--- config.mk ---
export PLATFORM = sky130hd
export DESIGN_NAME = pwm_servo_array_flat
export DESIGN_NICKNAME = d
export VERILOG_FILES = /design/src/rtl/pwm_servo_pkg.sv /design/src/rtl/pwm_servo_array_if.sv /design/src/rtl/pwm_servo_channel.sv /design/src/rtl/pwm_servo_array.sv /design/src/flat_wrapper.sv
export SDC_FILE = /design/constraint.sdc
export NUM_CORES = 1
export LEC_CHECK = 0
export CELL_PAD_IN_SITES_DETAIL_PLACEMENT = 0
export CELL_PAD_IN_SITES_GLOBAL_PLACEMENT = 1
export CORE_MARGIN = 3
export CORE_UTILIZATION = 52
export CTS_BUF_LIST = sky130_fd_sc_hd__clkbuf_2
export CTS_CLUSTER_SIZE = 40
export DETAILED_ROUTE_END_ITERATION = 8
export GPL_ROUTABILITY_DRIVEN = 0
export PLACE_DENSITY_LB_ADDON = 0.1
export SLEW_MARGIN = 20
export SYNTH_ARGS = -nofsm -noshare
export SYNTH_HDL_FRONTEND = slang
export SYNTH_SLANG_ARGS = --single-unit
export TNS_END_PERCENT = 10
--- constraint.sdc ---
create_clock -name clk -period 6.1 [get_ports clk]
set_input_delay 0.915 -clock clk [delete_from_list [all_inputs] [get_ports clk]]
set_output_delay 0.915 -clock clk [all_outputs]
set_load 0.01 [all_outputs]
--- src/rtl/pwm_servo_pkg.sv ---
// Shared constants and helpers for the servo PWM array.
// Limit math is widened so no parameter mix can overflow.
package pwm_servo_pkg;

  localparam int DUTY_W = 7;
  localparam int LIM_W  = 48;

  localparam int DEF_CHANNELS  = 4;
  localparam int DEF_PERIOD    = 2000000;
  localparam int DEF_MIN_PULSE = 50000;
  localparam int DEF_STEP      = 2000;
  localparam int DEF_DUTY_MAX  = 99;
  localparam int DEF_SLEW      = 0;

  typedef logic [DUTY_W-1:0] duty_t;
  typedef logic [LIM_W-1:0]  lim_t;

  function automatic lim_t pulse_limit(
    input duty_t       duty,
    input int unsigned min_p,
    input int unsigned step,
    input int unsigned period
  );
    lim_t sum;
    sum = lim_t'(min_p) + lim_t'(duty) * lim_t'(step);
    return (sum > lim_t'(period)) ? lim_t'(period) : sum;
  endfunction

  function automatic duty_t clamp_duty(
    input duty_t       d,
    input int unsigned dmax
  );
    return (32'(d) > dmax) ? duty_t'(dmax) : d;
  endfunction

  // Move act toward tgt by at most slew; slew of 0 jumps directly.
  function automatic duty_t slew_step(
    input duty_t       act,
    input duty_t       tgt,
    input int unsigned slew
  );
    duty_t diff;
    if (slew == 0) return tgt;
    if (tgt > act) begin
      diff = tgt - act;
      return (32'(diff) > slew) ? act + duty_t'(slew) : tgt;
    end
    diff = act - tgt;
    return (32'(diff) > slew) ? act - duty_t'(slew) : tgt;
  endfunction

endpackage

--- src/rtl/pwm_servo_array_if.sv ---
// Duty-write handshake bundle for the servo PWM array.
// The array is the slave; a host or bench is the master.
interface pwm_servo_array_if
  import pwm_servo_pkg::*;
#(
  parameter int unsigned CH_W = 2
);

  logic            wr_valid;
  logic [CH_W-1:0] wr_ch;
  duty_t           wr_duty;
  logic            wr_ready;

  modport master (
    output wr_valid,
    output wr_ch,
    output wr_duty,
    input  wr_ready
  );

  modport slave (
    input  wr_valid,
    input  wr_ch,
    input  wr_duty,
    output wr_ready
  );

endinterface

--- src/rtl/pwm_servo_channel.sv ---
// One servo channel: target/active duty, slew, enable latch, compare.
// Active duty and enable only change on the frame-end edge.
module pwm_servo_channel
  import pwm_servo_pkg::*;
#(
  parameter int unsigned CNT_W     = 21,
  parameter int unsigned PERIOD    = DEF_PERIOD,
  parameter int unsigned MIN_PULSE = DEF_MIN_PULSE,
  parameter int unsigned STEP      = DEF_STEP,
  parameter int unsigned DUTY_MAX  = DEF_DUTY_MAX,
  parameter int unsigned SLEW      = DEF_SLEW
) (
  input  logic             clk,
  input  logic             rst_n,
  input  logic             i_wr,
  input  duty_t            i_duty,
  input  logic             i_frame_end,
  input  logic             i_en,
  input  logic [CNT_W-1:0] i_cnt,
  output logic             o_pwm,
  output logic             o_busy
);

  duty_t r_target;
  duty_t r_active;
  logic  r_en_q;
  logic  r_pwm;
  lim_t  w_limit;
  logic  w_hi;

  assign w_limit = pulse_limit(r_active, MIN_PULSE,
                               STEP, PERIOD);
  assign w_hi    = r_en_q && (lim_t'(i_cnt) < w_limit);

  always_ff @(posedge clk or negedge rst_n) begin
    if (!rst_n) begin
      r_target <= '0;
    end else if (i_wr) begin
      r_target <= clamp_duty(i_duty, DUTY_MAX);
    end
  end

  always_ff @(posedge clk or negedge rst_n) begin
    if (!rst_n) begin
      r_active <= '0;
      r_en_q   <= 1'b0;
    end else if (i_frame_end) begin
      r_active <= slew_step(r_active, r_target, SLEW);
      r_en_q   <= i_en;
    end
  end

  always_ff @(posedge clk or negedge rst_n) begin
    if (!rst_n) begin
      r_pwm <= 1'b0;
    end else begin
      r_pwm <= w_hi;
    end
  end

  assign o_pwm  = r_pwm;
  assign o_busy = (r_active != r_target);

endmodule

--- src/rtl/pwm_servo_array.sv ---
// Multi-channel servo PWM: shared frame counter, write decode,
// frame_start pulse, and one pwm_servo_channel per output.
module pwm_servo_array
  import pwm_servo_pkg::*;
#(
  parameter int unsigned CHANNELS  = DEF_CHANNELS,
  parameter int unsigned PERIOD    = DEF_PERIOD,
  parameter int unsigned MIN_PULSE = DEF_MIN_PULSE,
  parameter int unsigned STEP      = DEF_STEP,
  parameter int unsigned DUTY_MAX  = DEF_DUTY_MAX,
  parameter int unsigned SLEW      = DEF_SLEW,
  localparam int unsigned CH_W =
    (CHANNELS > 1) ? $clog2(CHANNELS) : 1,
  localparam int unsigned CNT_W =
    (PERIOD > 1) ? $clog2(PERIOD) : 1
) (
  input  logic                clk,
  input  logic                reset,
  pwm_servo_array_if.slave    wr,
  input  logic [CHANNELS-1:0] ch_en,
  output logic [CHANNELS-1:0] pwm_out,
  output logic                frame_start,
  output logic [CHANNELS-1:0] busy
);

  logic [CNT_W-1:0]    r_cnt;
  logic                r_fs;
  logic                w_last;
  logic                w_acc;
  logic [CHANNELS-1:0] w_sel;

  assign w_last      = (r_cnt == CNT_W'(PERIOD - 1));
  assign wr.wr_ready = !w_last;
  assign w_acc       = wr.wr_valid && !w_last;

  always_ff @(posedge clk or negedge reset) begin
    if (!reset) begin
      r_cnt <= '0;
    end else if (w_last) begin
      r_cnt <= '0;
    end else begin
      r_cnt <= r_cnt + 1'b1;
    end
  end

  // Registered so it lines up with the first high pwm cycle.
  always_ff @(posedge clk or negedge reset) begin
    if (!reset) begin
      r_fs <= 1'b0;
    end else begin
      r_fs <= (r_cnt == '0);
    end
  end

  assign frame_start = r_fs;

  // Channel numbers past CHANNELS match nothing and are dropped.
  for (genvar c = 0; c < CHANNELS; c++) begin : g_ch
    assign w_sel[c] = w_acc && (wr.wr_ch == CH_W'(c));

    pwm_servo_channel #(
      .CNT_W    (CNT_W),
      .PERIOD   (PERIOD),
      .MIN_PULSE(MIN_PULSE),
      .STEP     (STEP),
      .DUTY_MAX (DUTY_MAX),
      .SLEW     (SLEW)
    ) u_ch (
      .clk        (clk),
      .rst_n      (reset),
      .i_wr       (w_sel[c]),
      .i_duty     (wr.wr_duty),
      .i_frame_end(w_last),
      .i_en       (ch_en[c]),
      .i_cnt      (r_cnt),
      .o_pwm      (pwm_out[c]),
      .o_busy     (busy[c])
    );
  end

endmodule

--- src/flat_wrapper.sv ---
// flat-port wrapper written by rule: the top's interface ports become plain ports
module pwm_servo_array_flat import pwm_servo_pkg::*;
#(
  parameter int unsigned CHANNELS  = DEF_CHANNELS,
  parameter int unsigned PERIOD    = DEF_PERIOD,
  parameter int unsigned MIN_PULSE = DEF_MIN_PULSE,
  parameter int unsigned STEP      = DEF_STEP,
  parameter int unsigned DUTY_MAX  = DEF_DUTY_MAX,
  parameter int unsigned SLEW      = DEF_SLEW,
  localparam int unsigned CH_W =
    (CHANNELS > 1) ? $clog2(CHANNELS) : 1,
  localparam int unsigned CNT_W =
    (PERIOD > 1) ? $clog2(PERIOD) : 1
)
  (clk, reset, ch_en, pwm_out, frame_start, busy, wr_wr_valid, wr_wr_ch, wr_wr_duty, wr_wr_ready);
  pwm_servo_array_if #(.CH_W(2)) wr_i ();
  input  logic clk;
  input  logic reset;
  input  logic [CHANNELS-1:0] ch_en;
  output logic [CHANNELS-1:0] pwm_out;
  output logic frame_start;
  output logic [CHANNELS-1:0] busy;
  input wire logic [$bits(wr_i.wr_valid)-1:0] wr_wr_valid;
  input wire logic [$bits(wr_i.wr_ch)-1:0] wr_wr_ch;
  input wire logic [$bits(wr_i.wr_duty)-1:0] wr_wr_duty;
  output wire logic [$bits(wr_i.wr_ready)-1:0] wr_wr_ready;
  assign wr_i.wr_valid = wr_wr_valid;
  assign wr_i.wr_ch = wr_wr_ch;
  assign wr_i.wr_duty = wr_wr_duty;
  assign wr_wr_ready = wr_i.wr_ready;
  pwm_servo_array #(.CHANNELS(CHANNELS), .PERIOD(PERIOD), .MIN_PULSE(MIN_PULSE), .STEP(STEP), .DUTY_MAX(DUTY_MAX), .SLEW(SLEW)) u_core (.clk(clk), .reset(reset), .wr(wr_i), .ch_en(ch_en), .pwm_out(pwm_out), .frame_start(frame_start), .busy(busy));
endmodule
* Word-level counts from Yosys, hierarchy flattened
Cells that the tools add are included.
W data, S select, Z words.
** Cells by class
- Add/sub/neg operators :: 13
- $mul :: 4
- $lt $le $gt $ge :: 21
- Eq/ne operators :: 16
- Multiplexer cells :: 39
- Reduce and logical (&&, ||, !) cells :: 16
** Operator list (number)
- $mux W7 :: 21
- $mux W21 :: 5
- $gt A19 B21 Y1 const B :: 4
- $lt A21 B21 Y1 :: 4
- $add A16 B18 Y19 const A :: 4
- $gt A7 B1 Y1 const B :: 8
- $mul A7 B7 Y14 const B :: 4
- $sub A7 B7 Y7 :: 8
- $gt A7 B7 Y1 :: 4
- $ne A7 B7 Y1 :: 4
- $add A21 B1 Y21 const B :: 1
- $eq A21 B21 Y1 const B :: 1
- $logic_not A21 Y1 :: 1
- $mux W1 :: 13
- $reduce_and A3 Y1 :: 4
- $logic_and A1 B1 Y1 :: 9
- $ne A4 B3 Y1 const B :: 2
- $ne A4 B4 Y1 const B :: 2
- $gt A7 B7 Y1 const B :: 1
- $ne A3 B2 Y1 const B :: 2
- $ne A3 B3 Y1 const B :: 2
- $eq A2 B2 Y1 const B :: 2
- $eq A2 B1 Y1 const B :: 1
- $logic_not A2 Y1 :: 1
- $logic_not A1 Y1 :: 1
** Storage, ports and cells
- Register bits :: 86
- Logic and storage cells :: 127

* Depth between registers and ports, before layout
Gate-level depths: netlist (run 1).
- Depth after elaboration :: 6
- Mapped depth :: 20
- Gate-level depth less buffers :: 20

* Hierarchy
A second synthesis (run 1) with hierarchy kept.
** Unflattened totals
- Cell total of the unflattened synthesis :: 1104
- Area total of the unflattened synthesis :: 10611.4 sq um
** Modules (own cells, without submodules)
- pwm_servo_channel (u_core.g_ch[2].u_ch) :: times used 1, cells an instance 251, area an instance 2392.3 sq um, sequential area each 400.4 sq um
- pwm_servo_channel (u_core.g_ch[0].u_ch) :: times used 1, cells an instance 246, area an instance 2371.0 sq um, sequential area each 400.4 sq um
- pwm_servo_channel (u_core.g_ch[3].u_ch) :: times used 1, cells an instance 247, area an instance 2368.5 sq um, sequential area each 400.4 sq um
- pwm_servo_channel (u_core.g_ch[1].u_ch) :: times used 1, cells an instance 250, area an instance 2361.0 sq um, sequential area each 400.4 sq um
- pwm_servo_array :: times used 1, cells an instance 110, area an instance 1118.6 sq um, sequential area each 550.5 sq um

* Worst setup path after synthesis (run 1)
Ideal clock, no wire load.
- Path kind :: reg2reg
- Start point :: register u_core.g_ch[0].u_ch.r_active[0]
- End point :: register u_core.g_ch[0].u_ch.r_pwm
- Setup time :: 0.125 ns
- Arrival time :: 4.933 ns
- Slack :: 1.041 ns
- Stages on the path, launching flop included :: 20
- Path buffers :: 0
- Path through :: dfrtp_1 -> fa_1 -> fa_1 -> inv_1 -> fa_1 -> fa_1 -> inv_1 -> ha_1 -> o21ai_0 -> nor4b_1 -> nor3_1 -> nor3_2 -> nand3_1 -> xnor2_1 -> ha_1 -> a21o_1 -> a21o_1 -> a21oi_1 -> nor2_1 -> a2111oi_0
** On the way
- Cells in the longest elaborated chain, start to end :: 6
** Ends and longest elaborated chain
- from (decl) :: line pwm_servo_channel.sv:25 : duty_t r_active;
- from (signal assigned) :: line pwm_servo_channel.sv:48 : r_active <= slew_step(r_active, r_target, SLEW);
- $mul A7 B7 Y14 * :: line pwm_servo_pkg.sv:25 : sum = lim_t'(min_p) + lim_t'(duty) * lim_t'(step);
- $add A16 B18 Y19 * :: line pwm_servo_pkg.sv:25
- $gt A19 B21 Y1 :: line pwm_servo_pkg.sv:26 : return (sum > lim_t'(period)) ? lim_t'(period) : sum;
- $mux W21 * :: line pwm_servo_pkg.sv:26
- $lt A21 B21 Y1 * :: line pwm_servo_channel.sv:33 : assign w_hi = r_en_q && (lim_t'(i_cnt) < w_limit);
- $logic_and A1 B1 Y1 * :: line pwm_servo_channel.sv:33
- named net u_core.g_ch[0].u_ch.w_hi :: line pwm_servo_channel.sv:29 : logic w_hi;
- to (signal assigned) :: line pwm_servo_channel.sv:57 : r_pwm <= w_hi;
- to (decl) :: line pwm_servo_channel.sv:27 : logic r_pwm;
The timed path passes the listed nets; every way through them passes the cells marked *.
A chain may end at the register's enable or synchronous reset.

* Final worst setup path (run 1)
- Start point :: register u_core.g_ch[0].u_ch.r_active[2]
- End point :: register u_core.g_ch[0].u_ch.r_pwm
Same word-level chain as after synthesis.

==> results of run 1 <==
-- how the worst min path moves through the flow --
stage	startpoint	to	slack (ps)	cells past startpoint
global placement	u_core.g_ch[1].u_ch.r_en_q	u_core.g_ch[1].u_ch.r_en_q	500	1
global route	reset	u_core.r_cnt[14]	50	1
CTS	reset	u_core.g_ch[2].u_ch.o_pwm	60	1
detailed placement	u_core.g_ch[3].u_ch.r_en_q	u_core.g_ch[3].u_ch.r_en_q	510	1
finish	reset	u_core.r_cnt[14]	110	1
floorplan	u_core.g_ch[1].u_ch.r_en_q	u_core.g_ch[1].u_ch.r_en_q	480	1
-- kinds of logic after synthesis --
logic type,count (synthesis)
fa+ha+maj,266
simple gates,248
compound gates,180
buf+inv,141
xor+xnor,132
flops,86
mux,29
-- registers in the layout, indices dropped and copies added, names as in the netlist --
signal and cells:
u_core.g_ch.u_ch.r_active 28, u_core.g_ch.u_ch.r_target 28, u_core.r_cnt 21, u_core.g_ch.u_ch.o_pwm 4, u_core.g_ch.u_ch.r_en_q 4, u_core.frame_start 1
-- synthesized netlist by cell type (3+ instances only) --
library cell / n / share of area (%)
a2111oi_0: 4 / 0.33
a211oi_1: 9 / 0.64
a21o_1: 19 / 1.4
a21oi_1: 34 / 1.6
a31oi_1: 8 / 0.48
and2_1: 8 / 0.48
and3_1: 4 / 0.24
and4_1: 5 / 0.42
buf_2: 4 / 0.19
buf_4: 10 / 0.71
dfrtp_1: 86 / 20
fa_1: 72 / 14
ha_1: 194 / 23
inv_1: 123 / 4.4
mux2_2: 28 / 3.0
nand2_1: 77 / 2.8
nand2b_1: 12 / 0.71
nand3_1: 24 / 1.1
nand3b_1: 4 / 0.29
nand4_1: 13 / 0.77
nand4b_1: 3 / 0.25
nor2_1: 50 / 1.8
nor2b_1: 4 / 0.24
nor3_1: 8 / 0.38
nor3b_1: 3 / 0.21
nor4_1: 7 / 0.42
nor4b_1: 3 / 0.25
o21a_1: 15 / 1.1
o21ai_0: 64 / 3.1
o21bai_1: 4 / 0.29
o22ai_1: 4 / 0.24
o31ai_1: 3 / 0.21
or2_2: 5 / 0.30
or3_1: 3 / 0.18
xnor2_1: 70 / 5.8
xor2_1: 62 / 5.2
-- power by group through the flow --
| stage | Sequential [mW] | Clock (mW) | Combinational [mW] |
|---|---|---|---|
| after floorplan | 0.638 | 0 | 0.0668 |
| after global placement | 0.652 | 0 | 0.101 |
| after detailed placement | 0.653 | 0 | 0.103 |
| after CTS | 0.643 | 0.449 | 0.104 |
| after global routing | 0.647 | 0.465 | 0.115 |
| final | 0.642 | 0.436 | 0.102 |
-- through the flow --
stage,util (%),instances
after floorplan,-,1082
after global placement,55.9,1357
after detailed placement,55.9,1357
after CTS,56.8,1373
after global routing,56.8,1373
final,56.8,1373
-- area by class of cell --
cell class	instances	share of cell area (%)
Multi-Input combinational cell	855	69.6
Sequential cell	86	19.3
Inverter	124	4.19
Tap cell	265	2.97
Timing Repair Buffer	27	2.35
Clock inverter	7	1.22
Clock buffer	9	0.403
-- layer usage --
| metal | share of wire [%] | routed length, um |
|---|---|---|
| met1 | 48 | 10800 |
| met4 | 1.1 | 250 |
| met5 | 0 | 0 |
| met3 | 4.2 | 929 |
| met2 | 46 | 10300 |
-- worst reg2reg max path: cells and delay by family (launching register included) --
family	cells	cell delay, ps
AO/OA/AOI/OAI	7	1270
buffers and inverters	2	90
XOR/XNOR	1	140
flip-flops	1	570
adder cells (fa/ha/maj)	6	2630
AND/OR/NAND/NOR	4	640
==> flow_summary_export.csv, run 1 <==
group,metric,value,unit
cells_and_area,area_delta_synth_final,6.30,%
placed_design,pre_cts_slack,594,ps
cts,clock_latency,610,ps
cells_and_area,most-common-layout-cells,"ha_1 (194), inv_1 (123), dfrtp_1 (86)",
setup_path,r2r-start,"u_core.g_ch[0].u_ch.r_active[2]",
cells_and_area,nets,1385,
grt,overflow,0,
setup_path,endpoint_kind,"register",
timing,maxSlewHeadroom,25.7,%
setup_path,r2r_end,"u_core.g_ch[0].u_ch.o_pwm",
setup_path,cp.required,6600,ps
placed_design,port-buffer-count,25,
logic_synthesis,synth_compound_area_share,10.9,%
timing,rsz0062_at_grt,"no",
cells_and_area,drive_gt1_share,6.50,%
setup_path,crit_chain,"fa_1, fa_1, inv_1, fa_1, fa_1, inv_1, ha_1, o21ai_0, o211a_1, nor3_1, nor3_2, a31oi_1, a21oi_1, xnor2_1, ha_1, nand2_1, nor2_1, o21ai_0, a21oi_1, a2111oi_0",
cts,cts_resized,0,
logic_synthesis,synthArstFlopShare,100,%
floorplanning,dieArea,21900,sq um
logic_synthesis,synthDistinctLibCells,62,
grt,track_usage,21.5,%
setup_path,path_depth,20,
floorplanning,die_h,148,um
timing,fin_skew,40.0,ps
route,drt-pass1-iter-count,4,
cts,cts_max_level,3,
cts,cts_buffer_depth,2,
setup_path,cp.buffers_inverters,2,
placed_design,postPlaceCellArea,11000,sq um
power_and_ir_drop,clkPwrFrac,36.9,%
route,via_per_inst,5.45,
floorplanning,start_util,53.4,%
grt,grt_pass1_wl,37.8,mm
floorplanning,core-area,19700,sq um
logic_synthesis,synthesis.area,10500,sq um
floorplanning,die_w,148,um
power_and_ir_drop,p_sw,0.306,mW
route,drc,0,
setup_path,r2r_slack,650,ps
grt,met1_usage,30.8,%
logic_synthesis,yosys_register_bits,86,
power_and_ir_drop,vdd.ir_drop.worst,0.117,mV
setup_path,crit_slowest_cell,"dfrtp_1",
grt,grt_use_met2,34.6,%
cells_and_area,multi_input_area,7770,sq um
run,drv_cap,0,
timing,worst_pin_slew,1110,ps
timing,setup_viol,0,
cells_and_area,diodes,0,
logic_synthesis,synth_top_family_by_area,"adder cells",
timing,finalSetupTns,0,ps
setup_path,critical_path.endpoint,"u_core.g_ch[0].u_ch.o_pwm",
power_and_ir_drop,p_comb_share,8.6,%
cts,root_buffer,"clkbuf_2",
route,wl_per_cell,16.2,um
setup_path,critPathKind,"register to register",
grt,use_met3,4.36,%
logic_synthesis,synth-edff-count,0,
grt,grt_max_degree,74,
timing,fin_hold_ws,107,ps
route,postRouteAntennaNets,0,
power_and_ir_drop,power_frac_seq,54.4,%
power_and_ir_drop,p_int,0.873,mW
route,drtIter0Drc,229,
cts,cts.sink_count,86,
logic_synthesis,synth_adder_area_share,36.8,%
timing,post-route-period-util,89.3,%
run_status,status,"finished, final reports clean",
timing,post-route-min-period,5450,ps
cts,clk_pin_slew,250,ps
setup_path,crit_path_frequent_cell,"fa_1",
cells_and_area,final_common_cell,"ha_1",
logic_synthesis,synth_nets,1364,
cells_and_area,final_design_area_no_fill,11200,sq um
floorplanning,io_pins,26,
route,drt_wl_total,22.2,mm
logic_synthesis,syn_inst,1082,
placed_design,place_hpwl,17.7,mm
cells_and_area,fill_cells,1909,
setup_path,slowest_delay,570,ps
setup_path,reg2regPathDepth,20,
cts,cts_made_buffers,9,
timing,timing.final.ws_setup,651,ps
setup_path,worstPathMaxFanout,7,
logic_synthesis,ys_seq_area_share,20.5,%
logic_synthesis,synthMuxAreaShare,3.10,%
setup_path,cp_top_family,"adder cells",
worst_hold_path,min_path_type,"primary input to async pin",
logic_synthesis,synth_xor_area_share,11.0,%
power_and_ir_drop,power_density,106,nW/um^2
timing,hold_violations,0,
cts,cts_hold_buf,0,
cts,cts_setup_buffers,0,
grt,antenna_found_initial,0,
logic_synthesis,yosys_warnings,0,
timing,report.final.slew_viol_count,0,
power_and_ir_drop,leakage,5.96,nW
logic_synthesis,yosys_most_used_dff,"dfrtp_1",
setup_path,setup.worst_path.start,"u_core.g_ch[0].u_ch.r_active[2]",
setup_path,critPathLaunchType,"register",
power_and_ir_drop,p_total,1.18,mW
grt,top_usage_layer,"met2",
grt,grt_pass1_vias,7524,
route,vias,7480,
timing,clock.fmax,184,MHz
floorplanning,rows,51,
logic_synthesis,synth_simple_gate_area_share,12.2,%
cells_and_area,regArea,2150,sq um
logic_synthesis,syn_area_per_cell,9.71,sq um
cts,tritoncts,"done",
setup_path,arrival,5950,ps
power_and_ir_drop,swShare,26.0,%
Power figures use the tool's default switching activity.
==> run 2: changes to the inputs <==
--- a/config.mk
+++ b/config.mk
@@ -5,9 +5,10 @@
 export SDC_FILE = /design/constraint.sdc
 export NUM_CORES = 1
 export LEC_CHECK = 0
+export CAP_MARGIN = 5
 export CELL_PAD_IN_SITES_DETAIL_PLACEMENT = 0
 export CELL_PAD_IN_SITES_GLOBAL_PLACEMENT = 1
-export CORE_MARGIN = 3
+export CORE_MARGIN = 5
 export CORE_UTILIZATION = 52
 export CTS_BUF_LIST = sky130_fd_sc_hd__clkbuf_2
 export CTS_CLUSTER_SIZE = 40
==> run 2 against run 1 <==
Hold slack got worse by 1.3 ps. Die area rose by 5.5%. Total power shrank 14%. Flip-flop and latch count unchanged. First-iteration DRC count up 13%. Global-route usage shrank 1.8 points. Routed wire length is 1.4% lower. Sequential power about the same. Combinational power about the same. Clock skew is 2.3 ps higher. Critical path depth unchanged. Largest power group unchanged. Highest routed layer unchanged.
==> flow_summary_export.csv, run 2 (synthesis results as in run 1) <==
group,metric,value,unit
floorplanning,rows,52,
cts,cts.sink_count,86,
setup_path,cp_top_family,"adder cells",
cts,cts_hold_buf,0,
cells_and_area,most-common-layout-cells,"ha_1 (194), inv_1 (123), dfrtp_1 (86)",
cts,cts_max_level,3,
cts,tritoncts,"done",
worst_hold_path,min_path_type,"primary input to async pin",
cells_and_area,final_common_cell,"ha_1",
floorplanning,die_h,152,um
route,wl_per_cell,15.9,um
cts,clk_pin_slew,280,ps
run,drv_cap,0,
setup_path,critPathLaunchType,"register",
cts,clock_latency,580,ps
timing,setup_viol,0,
timing,maxSlewHeadroom,27.6,%
power_and_ir_drop,leakage,5.92,nW
setup_path,cp.buffers_inverters,3,
route,via_per_inst,5.33,
setup_path,slowest_delay,580,ps
setup_path,worstPathMaxFanout,8,
cells_and_area,area_delta_synth_final,5.74,%
grt,grt_pass1_wl,37.5,mm
route,postRouteAntennaNets,0,
grt,antenna_found_initial,0,
grt,grt_max_degree,76,
cts,cts_made_buffers,9,
cells_and_area,drive_gt1_share,6.58,%
timing,timing.final.ws_setup,607,ps
grt,grt_pass1_vias,7482,
timing,hold_violations,0,
timing,clock.fmax,182,MHz
power_and_ir_drop,vdd.ir_drop.worst,0.0927,mV
setup_path,crit_slowest_cell,"a2111oi_0",
timing,finalSetupTns,0,ps
route,drc,0,
cells_and_area,reg_top3,"u_core.g_ch.u_ch.r_active: 28 flops, u_core.g_ch.u_ch.r_target: 28 flops, u_core.r_cnt: 21 flops",
placed_design,pre_cts_slack,594,ps
timing,post-route-min-period,5490,ps
cells_and_area,nets,1386,
setup_path,critPathKind,"register to register",
placed_design,place_hpwl,17.5,mm
floorplanning,io_pins,26,
cells_and_area,layout.cells.non_filler,1379,
setup_path,crit_path_frequent_cell,"fa_1",
grt,overflow,0,
timing,report.final.slew_viol_count,0,
route,drt-pass1-iter-count,4,
grt,track_usage,19.7,%
cts,cts_setup_buffers,0,
placed_design,port-buffer-count,25,
cells_and_area,final_design_area_no_fill,11100,sq um
timing,fin_skew,42.3,ps
setup_path,crit_chain,"fa_1, fa_1, inv_1, fa_1, fa_1, inv_1, ha_1, nor2_1, a2111oi_0, nor2_1, xnor2_1, inv_1, a21oi_1, xnor2_1, ha_1, nand2_1, nor2_1, o21ai_0, a21oi_1, a2111oi_0",
floorplanning,core-area,20000,sq um
timing,post-route-period-util,90.0,%
floorplanning,dieArea,23100,sq um
cts,root_buffer,"clkbuf_2",
cts,cts_buffer_depth,2,
setup_path,arrival,5980,ps
route,drt_wl_total,21.9,mm
placed_design,dp_cells,1362,
floorplanning,start_util,52.4,%
power_and_ir_drop,power_density,91.6,nW/um^2
cts,cts_resized,0,
run_status,status,"finished, final reports clean",
placed_design,postPlaceCellArea,11000,sq um
cells_and_area,diodes,0,
timing,rsz0062_at_grt,"no",
setup_path,endpoint_kind,"register",
floorplanning,die_w,152,um
timing,worst_pin_slew,1080,ps
route,vias,7348,
setup_path,cp.required,6590,ps
route,drtIter0Drc,258,
[run 2: cell count changes in the layout (fill, tap and decap cells not counted)]
| cell | delta |
|---|---|
| clkinvlp_4 | +3 |
| clkbuf_2 | +1 |
| bufinv_16 | -4 |
| buf_16 | +1 |
[run 2: layout make-up]
cell class                 instances  area (sq um)
fill                            1938          8930
multi-input combinational        855          7770
inverter                         124           468
timing repair buffer              28           290
clock inverter                     6          38.8
tap                              270           338
sequential                        86          2150
clock buffer                      10          50.0
[run 2: power breakdown]
group	leakage [nW]	switching [mW]	internal [mW]	total [mW]
logic	4.74	0.0473	0.0559	0.103
clock network	0.0476	0.220	0.0522	0.272
registers	1.14	0.0380	0.604	0.642
total	5.92	0.305	0.713	1.02
[run 2: layer usage]
layer	share of wire (%)	track usage, %
met2	46	32.3
met5	0	0
met4	0.57	2.91
met3	3.4	2.93
met1	50	28.3
[run 2: final timing paths]
path | startpoint | endpoint | slack (ps) | cells after the start
min in group clk | u_core.g_ch[3].u_ch.r_target[3] | u_core.g_ch[3].u_ch.r_active[3] | 550 | 2
min | reset | u_core.g_ch[0].u_ch.r_en_q | 110 | 1
max | u_core.g_ch[0].u_ch.r_active[0] | u_core.g_ch[0].u_ch.o_pwm | 610 | 20
min reg2reg | u_core.g_ch[3].u_ch.r_target[3] | u_core.g_ch[3].u_ch.r_active[3] | 550 | 2
max in group asynchronous | reset | u_core.g_ch[1].u_ch.r_active[0] | 5030 | 3
max reg2reg | u_core.g_ch[0].u_ch.r_active[0] | u_core.g_ch[0].u_ch.o_pwm | 610 | 20
[run 2: per-stage QoR]
step	hold slack [ps]	power (mW)	util (%)
final	106	1.02	55.4
after detailed placement	511	0.756	54.8
after global placement	501	0.754	54.8
after CTS	63.2	1.03	55.3
after global routing	46.8	1.07	55.4
after floorplan	480	0.705	-
==> run 3: changes to the inputs <==
--- a/config.mk
+++ b/config.mk
@@ -9,7 +9,7 @@
 export CELL_PAD_IN_SITES_DETAIL_PLACEMENT = 0
 export CELL_PAD_IN_SITES_GLOBAL_PLACEMENT = 1
 export CORE_MARGIN = 5
-export CORE_UTILIZATION = 52
+export CORE_UTILIZATION = 50
 export CTS_BUF_LIST = sky130_fd_sc_hd__clkbuf_2
 export CTS_CLUSTER_SIZE = 40
 export DETAILED_ROUTE_END_ITERATION = 8
==> run 3 against run 2 <==
Final area rose by 0.43%. Critical path depth fell by 1. Highest routed layer unchanged. Register-to-register slack got worse by 50 ps. Hold slack got worse by 50 ps. Global-route usage fell by 0.12 points. Critical endpoint unchanged. Die area rose by 3.7%. Combinational power barely moved. Flip-flop and latch count did not move. Largest power group unchanged. Fmax fell by 0.87%.
==> flow_summary_export.csv, run 3 (synthesis results as in run 1) <==
group,metric,value,unit
run_status,status,"finished, final reports clean",
timing,fin_skew,79.3,ps
grt,use_met3,2.31,%
setup_path,endpoint_kind,"register",
floorplanning,rows,53,
power_and_ir_drop,power_density,102,nW/um^2
timing,setup_viol,0,
cts,cts.sink_count,86,
setup_path,critPathKind,"register to register",
floorplanning,die_w,155,um
power_and_ir_drop,leakage,5.96,nW
floorplanning,dieArea,24000,sq um
route,drtIter0Drc,275,
cells_and_area,drive_gt1_share,6.50,%
timing,hold_violations,0,
grt,grt_pass1_wl,37.8,mm
timing,post-route-min-period,5540,ps
floorplanning,core-area,20800,sq um
grt,grt_use_met2,32.2,%
worst_hold_path,min_path_type,"primary input to async pin",
timing,finalSetupTns,0,ps
route,wl_per_cell,16.1,um
setup_path,path_depth,19,
timing,rsz0062_at_grt,"no",
grt,grt_max_degree,75,
route,postRouteAntennaNets,0,
floorplanning,io_pins,26,
cells_and_area,most-common-layout-cells,"ha_1 (194), inv_1 (123), dfrtp_1 (86)",
floorplanning,start_util,50.4,%
cells_and_area,final_util,53.6,%
timing,report.final.slew_viol_count,0,
cts,cts_max_level,3,
cts,cts_resized,0,
timing,clock.fmax,180,MHz
setup_path,crit_path_frequent_cell,"fa_1",
grt,overflow,0,
route,drc,0,
setup_path,critPathLaunchType,"register",
setup_path,cp_top_family,"adder cells",
placed_design,place_hpwl,17.7,mm
route,drt-pass1-iter-count,4,
cts,cts_hold_buf,0,
setup_path,worstPathMaxFanout,8,
cts,tritoncts,"done",
cells_and_area,nets,1385,
power_and_ir_drop,vdd.ir_drop.worst,0.109,mV
route,via_per_inst,5.36,
grt,track_usage,19.5,%
setup_path,slowest_delay,570,ps
route,vias,7412,
setup_path,r2r_slack,560,ps
cells_and_area,diodes,0,
run,drv_cap,0,
route,drt_wl_total,22.3,mm
grt,met1_usage,27.9,%
timing,post-route-period-util,90.8,%
timing,worst_pin_slew,1070,ps
setup_path,crit_slowest_cell,"dfrtp_1",
cells_and_area,final_common_cell,"ha_1",
cts,clk_pin_slew,310,ps
setup_path,cp.required,6630,ps
timing,maxSlewHeadroom,28.2,%
setup_path,arrival,6070,ps
cts,root_buffer,"clkbuf_2",
cts,cts_setup_buffers,0,
cells_and_area,reg_top3,"u_core.g_ch.u_ch.r_active: 28 flops, u_core.g_ch.u_ch.r_target: 28 flops, u_core.r_cnt: 21 flops",
placed_design,port-buffer-count,25,
timing,fin_hold_ws,55.7,ps
setup_path,reg2regPathDepth,19,
grt,top_usage_layer,"met2",
setup_path,crit_chain,"fa_1, fa_1, inv_1, fa_1, fa_1, inv_1, ha_1, o21ai_0, nor4b_1, nor3_1, nor3_2, nand3_1, xnor2_1, ha_1, a21o_1, a21o_1, a21oi_1, nor2_1, a2111oi_0",
grt,antenna_found_initial,0,
setup_path,cp.buffers_inverters,2,
floorplanning,die_h,155,um
grt,grt_pass1_vias,7599,
cts,clock_latency,630,ps
cts,cts_made_buffers,9,
cts,cts_buffer_depth,2,
cells_and_area,area_delta_synth_final,6.20,%
## run 3: area by class of cell
class / instances / area (sq um)
Clock buffer: 9 / 45.0
Clock inverter: 7 / 113
Fill cell: 2024 / 9670
Inverter: 124 / 468
Multi-Input combinational cell: 855 / 7770
Sequential cell: 86 / 2150
Tap cell: 275 / 344
Timing Repair Buffer: 27 / 263
## run 3: worst paths after layout
check,start,endpoint
worst min register to register,u_core.g_ch[3].u_ch.r_en_q,u_core.g_ch[3].u_ch.o_pwm
min in group clk,u_core.g_ch[3].u_ch.r_en_q,u_core.g_ch[3].u_ch.o_pwm
max in group asynchronous,reset,u_core.g_ch[1].u_ch.r_active[1]
worst max register to register,u_core.g_ch[0].u_ch.r_active[0],u_core.g_ch[0].u_ch.o_pwm
worst max-delay path,u_core.g_ch[0].u_ch.r_active[0],u_core.g_ch[0].u_ch.o_pwm
worst min-delay path,reset,u_core.g_ch[0].u_ch.o_pwm
## run 3: power by group
group / internal (mW) / switching [mW] / leakage (nW)
clock network: 0.174 / 0.222 / 0.0933
registers: 0.604 / 0.0385 / 1.14
logic: 0.0541 / 0.0469 / 4.73
## run 3: stage by stage
step                      setup slack [ps]  cells  power (mW)  area (sq um)
after floorplan                       1040   1082       0.705         10500
after global placement                 736   1367       0.754         11000
after detailed placement               619   1367       0.756         11000
after CTS                              535   1383        1.16         11200
after global routing                   237   1383        1.19         11200
final                                  559   1383        1.14         11200
## run 3: routing by layer
layer | vias to the layer above | wire, um
li1 | 3747 | -
met3 | 24 | 718
met5 | - | 0
met2 | 93 | 10200
met4 | 0 | 338
met1 | 3548 | 11100
